## config.mk

```make
export PLATFORM = sky130hd
export DESIGN_NAME = decode_stage_flat
export DESIGN_NICKNAME = d
export VERILOG_FILES = /design/src/rtl/decode_stage_if.sv /design/src/rtl/decode_stage.sv /design/src/flat_wrapper.sv
export SDC_FILE = /design/constraint.sdc
export NUM_CORES = 1
export LEC_CHECK = 0
export BUFFER_PORTS_ARGS = -buffer_cell sky130_fd_sc_hd__clkbuf_2
export CAP_MARGIN = 20
export CORE_MARGIN = 2
export CORE_UTILIZATION = 45
export CTS_CLUSTER_DIAMETER = 60
export DETAILED_ROUTE_END_ITERATION = 8
export GPL_TIMING_DRIVEN = 1
export PLACE_DENSITY_LB_ADDON = 0.3
export SLEW_MARGIN = 20
export SYNTH_ARGS = -nofsm -noshare
export SYNTH_HDL_FRONTEND = slang
export SYNTH_SLANG_ARGS = --single-unit
```

## constraint.sdc

```tcl
create_clock -name clk -period 1.8 [get_ports clk]
set_clock_uncertainty 0.05 [all_clocks]
set_input_delay 0.36 -clock clk [delete_from_list [all_inputs] [get_ports clk]]
set_output_delay 0.36 -clock clk [all_outputs]
set_load 0.01 [all_outputs]
```

## src/rtl/decode_stage_if.sv

```systemverilog
// Handshake bundle between fetch, the decode stage and the register-read consumer.
// The slave modport is the decode stage; the master modport is whoever drives it.
interface decode_stage_if #(
  parameter int XLEN = 32
);
  logic            in_valid;
  logic            in_ready;
  logic [31:0]     in_instr;
  logic [XLEN-1:0] in_pc;

  logic            out_valid;
  logic            out_ready;
  logic [XLEN-1:0] out_pc;
  logic [9:0]      out_class;
  logic [4:0]      out_rs1;
  logic [4:0]      out_rs2;
  logic [4:0]      out_rd;
  logic [2:0]      out_funct3;
  logic [6:0]      out_funct7;
  logic [XLEN-1:0] out_imm;
  logic            out_illegal;

  modport master (
    output in_valid, in_instr, in_pc, out_ready,
    input  in_ready, out_valid, out_pc, out_class, out_rs1, out_rs2, out_rd,
           out_funct3, out_funct7, out_imm, out_illegal
  );

  modport slave (
    input  in_valid, in_instr, in_pc, out_ready,
    output in_ready, out_valid, out_pc, out_class, out_rs1, out_rs2, out_rd,
           out_funct3, out_funct7, out_imm, out_illegal
  );
endinterface

```

## src/rtl/decode_stage.sv

```systemverilog
// Registered RV32I/RV32E decode stage with a 2-entry skid buffer so that in_ready
// comes straight from a flop and never depends combinationally on out_ready.
module decode_stage #(
  parameter int XLEN         = 32,
  parameter int NUM_REGS     = 32,
  parameter int CHECK_FUNCT7 = 1
) (
  input logic            clk,
  input logic            resetn,
  input logic            flush,
  decode_stage_if.slave  bus
);

  typedef enum logic [1:0] {
    EMPTY,
    ONE,
    TWO
  } stateT;

  typedef struct packed {
    logic [XLEN-1:0] pc;
    logic [9:0]      cls;
    logic [4:0]      rs1;
    logic [4:0]      rs2;
    logic [4:0]      rd;
    logic [2:0]      funct3;
    logic [6:0]      funct7;
    logic [XLEN-1:0] imm;
    logic            illegal;
  } entryT;

  localparam logic [5:0] RegLimit = 6'(NUM_REGS);

  stateT state;
  stateT nextState;
  logic  inReadyReg;
  entryT mainEntry;
  entryT skidEntry;
  entryT decoded;

  logic accept;
  logic drain;
  logic outValid;
  logic loadMainFromIn;
  logic loadMainFromSkid;
  logic loadSkid;

  logic [31:0] instr;
  logic [6:0]  opcode;
  logic [6:0]  funct7;
  logic [2:0]  funct3;
  logic [4:0]  rd;
  logic [4:0]  rs1;
  logic [4:0]  rs2;

  logic signed [11:0] immI;
  logic signed [11:0] immS;
  logic signed [12:0] immB;
  logic signed [20:0] immJ;
  logic signed [31:0] immU;

  logic [9:0]      cls;
  logic            usesRd;
  logic            usesRs1;
  logic            usesRs2;
  logic            rdBad;
  logic            rs1Bad;
  logic            rs2Bad;
  logic            funct7Bad;
  logic            isIllegal;
  logic [XLEN-1:0] immSel;

  assign instr  = bus.in_instr;
  assign opcode = instr[6:0];
  assign rd     = instr[11:7];
  assign funct3 = instr[14:12];
  assign rs1    = instr[19:15];
  assign rs2    = instr[24:20];
  assign funct7 = instr[31:25];

  assign immI = instr[31:20];
  assign immS = {instr[31:25], instr[11:7]};
  assign immB = {instr[31], instr[7], instr[30:25], instr[11:8], 1'b0};
  assign immJ = {instr[31], instr[19:12], instr[20], instr[30:21], 1'b0};
  assign immU = {instr[31:12], 12'b0};

  assign rdBad  = ({1'b0, rd}  >= RegLimit);
  assign rs1Bad = ({1'b0, rs1} >= RegLimit);
  assign rs2Bad = ({1'b0, rs2} >= RegLimit);

  // Class bits: 0 ALUreg, 1 ALUimm, 2 Branch, 3 JALR, 4 JAL, 5 AUIPC, 6 LUI,
  // 7 Load, 8 Store, 9 SYSTEM.
  always_comb begin
    cls = '0;
    case (opcode)
      7'b0110011: cls[0] = 1'b1;
      7'b0010011: cls[1] = 1'b1;
      7'b1100011: cls[2] = 1'b1;
      7'b1100111: cls[3] = 1'b1;
      7'b1101111: cls[4] = 1'b1;
      7'b0010111: cls[5] = 1'b1;
      7'b0110111: cls[6] = 1'b1;
      7'b0000011: cls[7] = 1'b1;
      7'b0100011: cls[8] = 1'b1;
      7'b1110011: cls[9] = 1'b1;
      default:    cls    = '0;
    endcase
  end

  always_comb begin
    usesRd    = (cls != '0) && !cls[2] && !cls[8];
    usesRs1   = (cls != '0) && !cls[6] && !cls[5] && !cls[4];
    usesRs2   = cls[0] || cls[2] || cls[8];
    funct7Bad = 1'b0;
    if (CHECK_FUNCT7 != 0) begin
      if (cls[0]) begin
        funct7Bad = !((funct7 == 7'b0000000) ||
                      (funct7 == 7'b0100000 && (funct3 == 3'b000 || funct3 == 3'b101)));
      end else if (cls[1] && funct3 == 3'b001) begin
        funct7Bad = (funct7 != 7'b0000000);
      end else if (cls[1] && funct3 == 3'b101) begin
        funct7Bad = (funct7 != 7'b0000000) && (funct7 != 7'b0100000);
      end
    end
    isIllegal = (instr[1:0] != 2'b11) || (cls == '0) ||
                (usesRd && rdBad) || (usesRs1 && rs1Bad) || (usesRs2 && rs2Bad) ||
                funct7Bad;
  end

  always_comb begin
    immSel = '0;
    if (cls[6] || cls[5]) begin
      immSel = XLEN'(immU);
    end else if (cls[1] || cls[7] || cls[3] || cls[9]) begin
      immSel = XLEN'(immI);
    end else if (cls[8]) begin
      immSel = XLEN'(immS);
    end else if (cls[2]) begin
      immSel = XLEN'(immB);
    end else if (cls[4]) begin
      immSel = XLEN'(immJ);
    end
  end

  // Illegal entries keep their register and funct fields but report no class or immediate.
  always_comb begin
    decoded.pc      = bus.in_pc;
    decoded.cls     = isIllegal ? 10'b0 : cls;
    decoded.rs1     = rs1;
    decoded.rs2     = rs2;
    decoded.rd      = rd;
    decoded.funct3  = funct3;
    decoded.funct7  = funct7;
    decoded.imm     = isIllegal ? '0 : immSel;
    decoded.illegal = isIllegal;
  end

  assign outValid = (state != EMPTY);
  assign accept   = bus.in_valid && inReadyReg;
  assign drain    = outValid && bus.out_ready;

  always_ff @(posedge clk or negedge resetn) begin
    if (!resetn) begin
      state      <= EMPTY;
      inReadyReg <= 1'b0;
    end else begin
      state      <= nextState;
      inReadyReg <= (nextState != TWO);
    end
  end

  // Flush outranks everything; in TWO the skid entry slides into main as main drains.
  always_comb begin
    nextState        = state;
    loadMainFromIn   = 1'b0;
    loadMainFromSkid = 1'b0;
    loadSkid         = 1'b0;
    if (flush) begin
      nextState = EMPTY;
    end else begin
      case (state)
        EMPTY: begin
          if (accept) begin
            nextState      = ONE;
            loadMainFromIn = 1'b1;
          end
        end
        ONE: begin
          if (accept && drain) begin
            loadMainFromIn = 1'b1;
          end else if (accept) begin
            nextState = TWO;
            loadSkid  = 1'b1;
          end else if (drain) begin
            nextState = EMPTY;
          end
        end
        TWO: begin
          if (drain) begin
            nextState        = ONE;
            loadMainFromSkid = 1'b1;
          end
        end
        default: nextState = EMPTY;
      endcase
    end
  end

  always_ff @(posedge clk or negedge resetn) begin
    if (!resetn) begin
      mainEntry <= '0;
      skidEntry <= '0;
    end else begin
      if (loadMainFromIn) begin
        mainEntry <= decoded;
      end else if (loadMainFromSkid) begin
        mainEntry <= skidEntry;
      end
      if (loadSkid) begin
        skidEntry <= decoded;
      end
    end
  end

  assign bus.in_ready    = inReadyReg;
  assign bus.out_valid   = outValid;
  assign bus.out_pc      = mainEntry.pc;
  assign bus.out_class   = mainEntry.cls;
  assign bus.out_rs1     = mainEntry.rs1;
  assign bus.out_rs2     = mainEntry.rs2;
  assign bus.out_rd      = mainEntry.rd;
  assign bus.out_funct3  = mainEntry.funct3;
  assign bus.out_funct7  = mainEntry.funct7;
  assign bus.out_imm     = mainEntry.imm;
  assign bus.out_illegal = mainEntry.illegal;

endmodule

```

## src/flat_wrapper.sv

```systemverilog
// flat-port wrapper written by rule: the top's interface ports become plain ports
module decode_stage_flat 
#(
  parameter int XLEN         = 32,
  parameter int NUM_REGS     = 32,
  parameter int CHECK_FUNCT7 = 1
)
  (clk, resetn, flush, bus_in_valid, bus_in_instr, bus_in_pc, bus_out_ready, bus_in_ready, bus_out_valid, bus_out_pc, bus_out_class, bus_out_rs1, bus_out_rs2, bus_out_rd, bus_out_funct3, bus_out_funct7, bus_out_imm, bus_out_illegal);
  decode_stage_if #(.XLEN(XLEN)) bus_i ();
  input logic clk;
  input logic resetn;
  input logic flush;
  input wire logic [$bits(bus_i.in_valid)-1:0] bus_in_valid;
  input wire logic [$bits(bus_i.in_instr)-1:0] bus_in_instr;
  input wire logic [$bits(bus_i.in_pc)-1:0] bus_in_pc;
  input wire logic [$bits(bus_i.out_ready)-1:0] bus_out_ready;
  output wire logic [$bits(bus_i.in_ready)-1:0] bus_in_ready;
  output wire logic [$bits(bus_i.out_valid)-1:0] bus_out_valid;
  output wire logic [$bits(bus_i.out_pc)-1:0] bus_out_pc;
  output wire logic [$bits(bus_i.out_class)-1:0] bus_out_class;
  output wire logic [$bits(bus_i.out_rs1)-1:0] bus_out_rs1;
  output wire logic [$bits(bus_i.out_rs2)-1:0] bus_out_rs2;
  output wire logic [$bits(bus_i.out_rd)-1:0] bus_out_rd;
  output wire logic [$bits(bus_i.out_funct3)-1:0] bus_out_funct3;
  output wire logic [$bits(bus_i.out_funct7)-1:0] bus_out_funct7;
  output wire logic [$bits(bus_i.out_imm)-1:0] bus_out_imm;
  output wire logic [$bits(bus_i.out_illegal)-1:0] bus_out_illegal;
  assign bus_i.in_valid = bus_in_valid;
  assign bus_i.in_instr = bus_in_instr;
  assign bus_i.in_pc = bus_in_pc;
  assign bus_i.out_ready = bus_out_ready;
  assign bus_in_ready = bus_i.in_ready;
  assign bus_out_valid = bus_i.out_valid;
  assign bus_out_pc = bus_i.out_pc;
  assign bus_out_class = bus_i.out_class;
  assign bus_out_rs1 = bus_i.out_rs1;
  assign bus_out_rs2 = bus_i.out_rs2;
  assign bus_out_rd = bus_i.out_rd;
  assign bus_out_funct3 = bus_i.out_funct3;
  assign bus_out_funct7 = bus_i.out_funct7;
  assign bus_out_imm = bus_i.out_imm;
  assign bus_out_illegal = bus_i.out_illegal;
  decode_stage #(.XLEN(XLEN), .NUM_REGS(NUM_REGS), .CHECK_FUNCT7(CHECK_FUNCT7)) u_core (.clk(clk), .resetn(resetn), .flush(flush), .bus(bus_i));
endmodule
```

# After elaboration in Yosys (flattened, before gate mapping)
# Index checks and enable logic that the tools add are counted.
# W data, S select, Z words.
# totals
reg_bits	203
inputBits	69
out_inout_bits	102
word_cells	100
# op_classes
eq_ne	18
mux	39
reduce_logical	23
# ops
op	n
$mux W100	2
$mux W32	6
$eq A7 B6 Y1 const B	4
$eq A7 B7 Y1 const B	4
$mux W1	22
$eq A7 B5 Y1 const B	2
$mux W2	6
$logic_not A10 Y1	1
$mux W10	1
$logic_or A1 B1 Y1	8
$eq A7 B2 Y1 const B	1
$logic_and A1 B1 Y1	7
$logic_not A7 Y1	1
$ne A7 B6 Y1 const B	1
$reduce_bool A7 Y1	1
$pmux W2 S3	1
$ne A2 B2 Y1 const B	2
$reduce_bool A2 Y1	2
$eq A3 B1 Y1 const B	1
$eq A3 B3 Y1 const B	1
$logic_not A3 Y1	1
$eq A2 B1 Y1 const B	1
$eq A2 B2 Y1 const B	1
$logic_not A2 Y1	1
2 further kinds	2

# Longest topological paths before layout
# Gate-level depths: netlist (run 1).
# logic_depth
depth_word	9
depth_mapped	8
mapped_depth_nobuf	5

# Worst setup path before layout (run 1)
# OpenSTA, ideal clock, no wires.
# synth_timing
kind	in2reg
start	input port bus_in_instr[26]
end	register u_core.skidEntry[24] (netlist name)
setup_time_ps	92
arrival_ps	1811
t_required_ps	1658
path_slack_ps	-153
path_stages	7
n_path_buf	2
path_cell_list	or4_1 -> o32ai_1 -> a31o_2 -> buf_6 -> o21ai_2 -> buf_6 -> o31ai_2
# synth_via
elab_chain_cells	7
word_cells_on_any_way	13
classes_between	2 x eq/ne; 4 x mux; 7 x reduce/logical
# synth_rtl
element	line_no	rtl
start: declaration	flat_wrapper.sv:14	input wire logic [$bits(bus_i.in_instr)-1:0] bus_in_instr;
$ne A7 B6 Y1 (tied with other cells)	decode_stage.sv:122	funct7Bad = (funct7 != 7'b0000000) && (funct7 != 7'b0100000);
$logic_and A1 B1 Y1 (on tied branches)	decode_stage.sv:122, decode_stage.sv:118	
$mux W1 or $logic_or A1 B1 Y1 (tied branches)	decode_stage.sv:121, decode_stage.sv:117	
$mux W1 or $logic_not A1 Y1 (tied branches)	decode_stage.sv:119, decode_stage.sv:117	
$mux W1 (*)	decode_stage.sv:116	if (cls[0]) begin
$logic_or A1 B1 Y1 (*)	decode_stage.sv:126	(usesRd && rdBad) || (usesRs1 && rs1Bad) || (usesRs2 && rs2Bad) ||
$mux W32 (*)	decode_stage.sv:154	decoded.imm = isIllegal ? '0 : immSel;
end signal: assignment	decode_stage.sv:220	skidEntry <= decoded;
end: declaration	decode_stage.sv:38	entryT skidEntry;
# Every way passes the cells marked *; elsewhere a longest branch is shown, timed or not.
# A chain may end at the register's enable or synchronous reset.

# Worst setup path in the final report (run 1)
# layout_timing
start	input port bus_in_instr[26]
end	register u_core.mainEntry, in the netlist u_core.bus.out_imm[1]
# layout_via
elab_chain_cells	8
word_cells_on_any_way	14
classes_between	2 x eq/ne; 5 x mux; 7 x reduce/logical
# layout_rtl
element	line_no	rtl
$ne A7 B6 Y1 (tied with other cells)	decode_stage.sv:122	
$logic_and A1 B1 Y1 (on tied branches)	decode_stage.sv:122, decode_stage.sv:118	
$mux W1 or $logic_or A1 B1 Y1 (tied branches)	decode_stage.sv:121, decode_stage.sv:117	
$mux W1 or $logic_not A1 Y1 (tied branches)	decode_stage.sv:119, decode_stage.sv:117	
$mux W1 (*)	decode_stage.sv:116	
$logic_or A1 B1 Y1 (*)	decode_stage.sv:126	
$mux W32 (*)	decode_stage.sv:154	
$mux W100 (*)	decode_stage.sv:214	if (loadMainFromIn) begin
end signal: assignment	decode_stage.sv:215	mainEntry <= decoded;
end signal: assignment	decode_stage.sv:217	mainEntry <= skidEntry;
end: declaration	decode_stage.sv:37	entryT mainEntry;
# Marked as above.

==> results of run 1 <==
-- worst max-delay path, delay by kind of cell --
| kind | cells | cell delay, ns |
|---|---|---|
| and+or+nand+nor | 2 | 0.79 |
| AOI/OAI and AO/OA | 3 | 0.78 |
| buffers and inverters | 2 | 0.23 |
-- final timing paths --
kind	end	cells after the start
min	u_core.skidEntry[79]$_DFFE_PN0P_	3
max reg2reg	u_core.bus.out_class[7]$_DFFE_PN0P_	6
min reg2reg	u_core.bus.out_pc[22]$_DFFE_PN0P_	2
max in group asynchronous	u_core.skidEntry[48]$_DFFE_PN0P_	3
min in group asynchronous	u_core.bus.out_funct7[6]$_DFFE_PN0P_	2
max	u_core.bus.out_imm[1]$_DFFE_PN0P_	7
-- logic make-up after synthesis --
| group | count (synthesis) | synth area share, % |
|---|---|---|
| AO/OA/AOI/OAI | 204 | 16.4 |
| XOR/XNOR | 3 | 0.306 |
| buffers and inverters | 66 | 3.65 |
| flip-flops | 203 | 59.1 |
| multiplexers | 1 | 0.116 |
| AND/OR/NAND/NOR | 429 | 20.5 |
-- stage by stage --
| stage | hold WS, ns | setup TNS, ns |
|---|---|---|
| floorplan | 0.0144 | -3.15 |
| global placement | 0.274 | -25.12 |
| detailed placement | 0.275 | -30.49 |
| CTS | 0.000456 | 0 |
| global route | 0.00445 | -0.0538 |
| finish | 0.00916 | 0 |
-- routing by layer --
layer | routed length, µm | track usage (%) | part of all wire, % | vias up
li1 | - | - | - | 3554
met1 | 10400 | 33.6 | 43 | 3698
met2 | 11800 | 39.9 | 48 | 302
met3 | 1720 | 3.94 | 7.1 | 36
met4 | 408 | 5.89 | 1.7 | 0
met5 | 0 | 0 | 0 | -
-- flip-flops by register name, indices dropped and copies added (netlist names), 3 cells and up --
signal / flops
u_core.skidEntry: 100
u_core.bus.out_imm: 32
u_core.bus.out_pc: 32
u_core.bus.out_class: 10
u_core.bus.out_funct7: 7
u_core.bus.out_rd: 5
u_core.bus.out_rs1: 5
u_core.bus.out_rs2: 5
u_core.bus.out_funct3: 3
-- final cells by class --
type / instances / area, µm² / area share, %
clock inverter: 10 / 141 / 1.24
tap: 234 / 293 / 2.57
inverter: 3 / 11.3 / 0.0989
sequential: 203 / 5080 / 44.6
clock buffer: 32 / 689 / 6.06
multi-input combinational: 637 / 3250 / 28.6
timing repair buffer: 270 / 1910 / 16.8
-- report_power, final --
part	switching [mW]	internal [mW]
registers	0.375	5.22
logic	0.985	0.745
clock network	1.93	3.12
-- cells in the final DEF (no fill, tap or decap), drive strengths merged, types with 5 or more instances in the layout --
cell type / count
a21oi: 14
a221o: 5
a22oi: 90
and2: 5
buf: 82
clkbuf: 203
dfrtp: 203
dlygate4sd3: 17
inv: 5
nand2: 351
nand3: 14
nand4: 5
nor2: 25
nor3: 5
o21ai: 67
o31ai: 14
-- what timing repair did --
item / 4_1_cts / 5_1_grt
hold buffers: 17 / 0
endpoints found under the setup margin: 5 / 66
endpoints found under the hold margin: 55 / 0
gates resized for setup: 3 / 12
pin swaps: 1 / 4
setup buffers: 1 / 1
gates cloned: 0 / 2
==> summary.txt, run 1 <==
Final layout
  • Final net count: 1,207
  • Fillers: 1,566
  • Final core utilization: 60.8%
  • Share of cells above drive strength 1: 27.4%
  • Non-filler instance count after layout: 1,389
  • Final Cell Area: 11,400 µm²
  • Syn-to-layout area delta: 32.3%
  • Antenna cell count: 0

Yosys
  • Syn Area/Cell: 9.49 µm²
  • Post-synthesis sequential area ratio: 59.1%
  • Post-synth top area cell: dfrtp_1
  • Commonest cells post-synth: 351 x nand2_1, 203 x dfrtp_1, 90 x a22oi_1, 65 x o21ai_0, 44 x clkbuf_1
  • FF+latch count, synth: 203
  • Synth area leaders: dfrtp_1 59%, nand2_1 15%, a22oi_1 7.9%
  • Number of flops mapped to enable cells by yosys: 0
  • Synthesis Warnings: 0
  • Mapped Area: 8600 µm²
  • Syn_nets: 975
  • Most common cell in the netlist: nand2_1
  • Synthesized instance count: 906
  • Ys async rst share: 100%
  • Top cell type's share of synthesized area: 59.1%
  • Top_reg_cell synth: dfrtp_1
  • Synth unique cells: 54

Routing
  • Vias/cell: 5.46
  • Residual DRC: 0
  • Vias: 7,590
  • Routed wire length: 24.3 mm
  • Routed WL per cell: 17.5 µm
  • DRT Pass-1 Iters: 5
  • Detailed Route Iter0 Violations: 585
  • Routed Antenna Nets: 0

Flow run
  • Max Cap Viol: 0

STA
  • RSZ-0062 raised after global routing: yes
  • Minimum clock period: 1.77 ns
  • Fin. Hold Viols: 0
  • Worst-Margin Slew: 0.497 ns
  • Fin. max-slew vios: 0
  • Setup ws final: 0.0318 ns
  • Final setup viols: 0
  • FMAX: 566 MHz
  • Headroom to the max-slew limit: 66.6%
  • Post-route clock period utilization: 98.2%

Critical path
  • Worst Setup End Kind: register
  • WP data arrival: 2.15 ns
  • CP max stage cell: or4_1
  • Reg2Reg Setup Slack: 0.10 ns
  • WP data required: 2.18 ns
  • RR Startpoint: u_core.state[1]$_DFF_PN0_
  • WS Path Type: in -> reg
  • Timing startpoint of the critical path: bus_in_instr[26]
  • CP max FO: 7
  • Worst Setup Start Kind: primary input
  • Largest stage delay, worst path: 0.61 ns
  • Cells along the critical path: clkbuf_2 -> or4_1 -> o32ai_2 -> a31o_4 -> buf_4 -> nand4_1 -> o21ai_1

Clock tree
  • Root Driver: clkbuf_16
  • Clock Path Buffers: 3
  • TritonCTS Buffers: 23
  • CTS tree: built
  • Sink Count: 203
  • Reg clk slew, reported paths: 0.06 ns
  • H-tree depth: 1
  • Worst-Skew Late Latency: 0.52 ns

Global route
  • Gr usage total: 24.2%
  • Largest net degree at the start of global routing: 53
  • Initial antenna violation count: 0
  • Vias in the first global route: 7,509
  • First-pass GRT wire length: 39.3 mm
  • GR Overflow Total: 0

Placement
  • Port buffer count: 170
  • Placed Cells: 1,326
  • GP Congestion: 0.898
  • Area of placed instances: 10,300 µm²
  • Placed wire-length estimate: 16.4 mm
  • Setup WS pre-CTS: -0.509 ns

Outcome
  • Outcome: completed

Die
  • Die ar.: 20,200 µm²
  • IO Pins: 171
  • Num rows: 50
  • Die width: 142 µm
  • Die Ht: 142 µm
  • Core area: 18,700 µm²
  • Initial Util: 46.0%

Power
  • Power Total: 12.4 mW
  • Maximum vdd drop: 0.000742 V
  • Lkg Pwr: 5.82 nW
  • Pwr/cell area: 1090 nW/µm²

Worst hold path
  • Hold Crit Class: in -> reg
  • Worst Hold Launch: bus_in_pc[11]
No activity file was read; power rests on OpenSTA's default activity.
==> run 2: changes to the inputs <==
Settings changed: CORE_ASPECT_RATIO from default to 1.1, CORE_UTILIZATION 45 to 50.
==> run 2 against run 1 <==
Against the previous run:
- core utilization increased by 4.8 points
- power decreased by 6.8%
- setup slack better by 0.044 ns
- final cell count fell by 1.2%
- largest power group unchanged
- highest routed layer unchanged
==> summary.txt, run 2 (synthesized netlist as in run 1, its figures left out) <==
Die
  • Die ar.: 18,300 µm²
  • Die width: 129 µm
  • Initial Util: 50.7%
  • Num rows: 50
  • Die Ht: 142 µm
  • Core area: 17,000 µm²
  • IO Pins: 171

Routing
  • DRT Pass-1 Iters: 5
  • Routed Antenna Nets: 0
  • Vias: 7,503
  • Routed wire length: 23.5 mm
  • Routed WL per cell: 17.1 µm
  • Residual DRC: 0
  • Detailed Route Iter0 Violations: 640
  • Vias/cell: 5.47

Clock tree
  • Worst-Skew Late Latency: 0.50 ns
  • Root Driver: clkbuf_16
  • TritonCTS Buffers: 22
  • Sink Count: 203
  • Reg clk slew, reported paths: 0.06 ns
  • CTS tree: built
  • H-tree depth: 1
  • Clock Path Buffers: 3

Flow run
  • Max Cap Viol: 0

Global route
  • GR Util met3: 6.00%
  • GR Overflow Total: 0
  • Initial antenna violation count: 0
  • Gr usage total: 25.8%
  • Largest net degree at the start of global routing: 74
  • Gr busiest metal: met2
  • GRT met2 Usage: 40.8%
  • GRT met1 Usage: 36.1%
  • First-pass GRT wire length: 37.9 mm
  • Vias in the first global route: 7,455

Worst hold path
  • Hold Crit Class: in -> reg

Critical path
  • Worst Setup Start Kind: primary input
  • CP max FO: 8
  • Worst Setup End Kind: register
  • WP data required: 2.17 ns
  • WS Path Type: in -> reg
  • CP max stage cell: or4_4
  • Largest stage delay, worst path: 0.56 ns
  • WP data arrival: 2.10 ns
  • Cells along the critical path: clkbuf_2 -> or4_4 -> o32ai_2 -> a31o_2 -> buf_4 -> nand4_1 -> o21ai_1

STA
  • Fin. max-slew vios: 0
  • FMAX: 580 MHz
  • Headroom to the max-slew limit: 61.8%
  • Setup ws final: 0.0758 ns
  • Fin. Hold Viols: 0
  • Minimum clock period: 1.72 ns
  • Setup total negative slack: 0 ns
  • Worst-Margin Slew: 0.569 ns
  • Post-route clock period utilization: 95.8%
  • RSZ-0062 raised after global routing: no
  • Final setup viols: 0

Final layout
  • Fillers: 1,400
  • Max FFs per register: 100
  • Register Area: 5080 µm²
  • Most common cell after layout, fill and taps aside: nand2_1
  • Final Cell Area: 11,100 µm²
  • Share of cells above drive strength 1: 27.4%
  • Leading cell types in the layout, fill and taps excluded: 350 x nand2_1, 203 x dfrtp_1, 168 x clkbuf_2
  • Largest register by flop count: u_core.skidEntry
  • Final net count: 1,194
  • Syn-to-layout area delta: 29.4%
  • Antenna cell count: 0
  • Non-filler instance count after layout: 1,372
  • Area of the multi-input gates: 3250 µm²

Placement
  • Setup WS pre-CTS: -0.482 ns
  • GP Congestion: 0.908
  • Placed Cells: 1,331
  • Area of placed instances: 10,400 µm²
  • Port buffer count: 170
  • Placed wire-length estimate: 16.3 mm

Power
  • Lkg Pwr: 5.71 nW
  • Maximum vdd drop: 0.000714 V
  • Power Total: 11.5 mW
  • Pwr/cell area: 1040 nW/µm²

Outcome
  • Outcome: completed
-- run 2: cell types whose count changed in the layout (fill, tap and decap cells not counted), moves of 5 or more --
cell           change
dlygate4sd3_1     -16
buf_12             +5
clkbuf_1           +5
o21ai_0            +5
o21ai_1            -5
-- run 2: final cells by class --
| cell class | count | share of cell area [%] |
|---|---|---|
| multi-input combinational | 637 | 29.2 |
| timing repair buffer | 258 | 16.4 |
| clock buffer | 33 | 5.77 |
| clock inverter | 4 | 0.281 |
| tap | 234 | 2.63 |
| inverter | 3 | 0.101 |
| sequential | 203 | 45.6 |
-- run 2: routing by layer --
metal,part of all wire [%],wire length (µm)
met1,43,10200
met2,47,11100
met3,7.5,1760
met4,2.0,471
met5,0,0
-- run 2: path summary, 6_finish.rpt --
check | startpoint | end | slack [ns] | depth (start not counted)
worst max register to register | u_core.state[1]$_DFF_PN0_ | u_core.bus.out_imm[2]$_DFFE_PN0P_ | 0.09 | 7
min in group asynchronous | resetn | u_core.bus.out_pc[28]$_DFFE_PN0P_ | 0.39 | 3
worst min-delay path | bus_in_pc[15] | u_core.skidEntry[83]$_DFFE_PN0P_ | 0.01 | 3
worst min register to register | u_core.bus.out_pc[29]$_DFFE_PN0P_ | u_core.bus.out_pc[29]$_DFFE_PN0P_ | 0.42 | 2
max in group asynchronous | resetn | u_core.state[0]$_DFF_PN0_ | 0.96 | 3
worst max-delay path | bus_in_instr[26] | u_core.skidEntry[3]$_DFFE_PN0P_ | 0.08 | 7
-- run 2: repair_timing --
item | in CTS | in global routing
hold endpoints to repair | 203 | 0
setup endpoints to repair | 1 | 65
resized for setup | 2 | 7
hold buffers | 1 | 0
setup buffers | 1 | 2
pin swaps | 0 | 3
cloned | 0 | 1
-- run 2: power by group --
group	internal [mW]	total, mW	leakage, nW	switching [mW]
clock network	2.45	4.24	0.333	1.79
registers	5.22	5.59	2.65	0.370
logic	0.724	1.71	2.72	0.983
-- run 2: through the flow --
stage | hold WS, ns | util, %
floorplan | 0.0144 | -
global placement | 0.371 | 61.1
detailed placement | 0.370 | 61.1
CTS | 0.00000799 | 65.2
global route | 0.0148 | 65.7
finish | 0.0149 | 65.7
-- run 2: critical path: cells and delay by family --
family,cells,cell delay (ns)
buffers and inverters,2,0.24
and+or+nand+nor,2,0.75
AOI/OAI and AO/OA,3,0.74
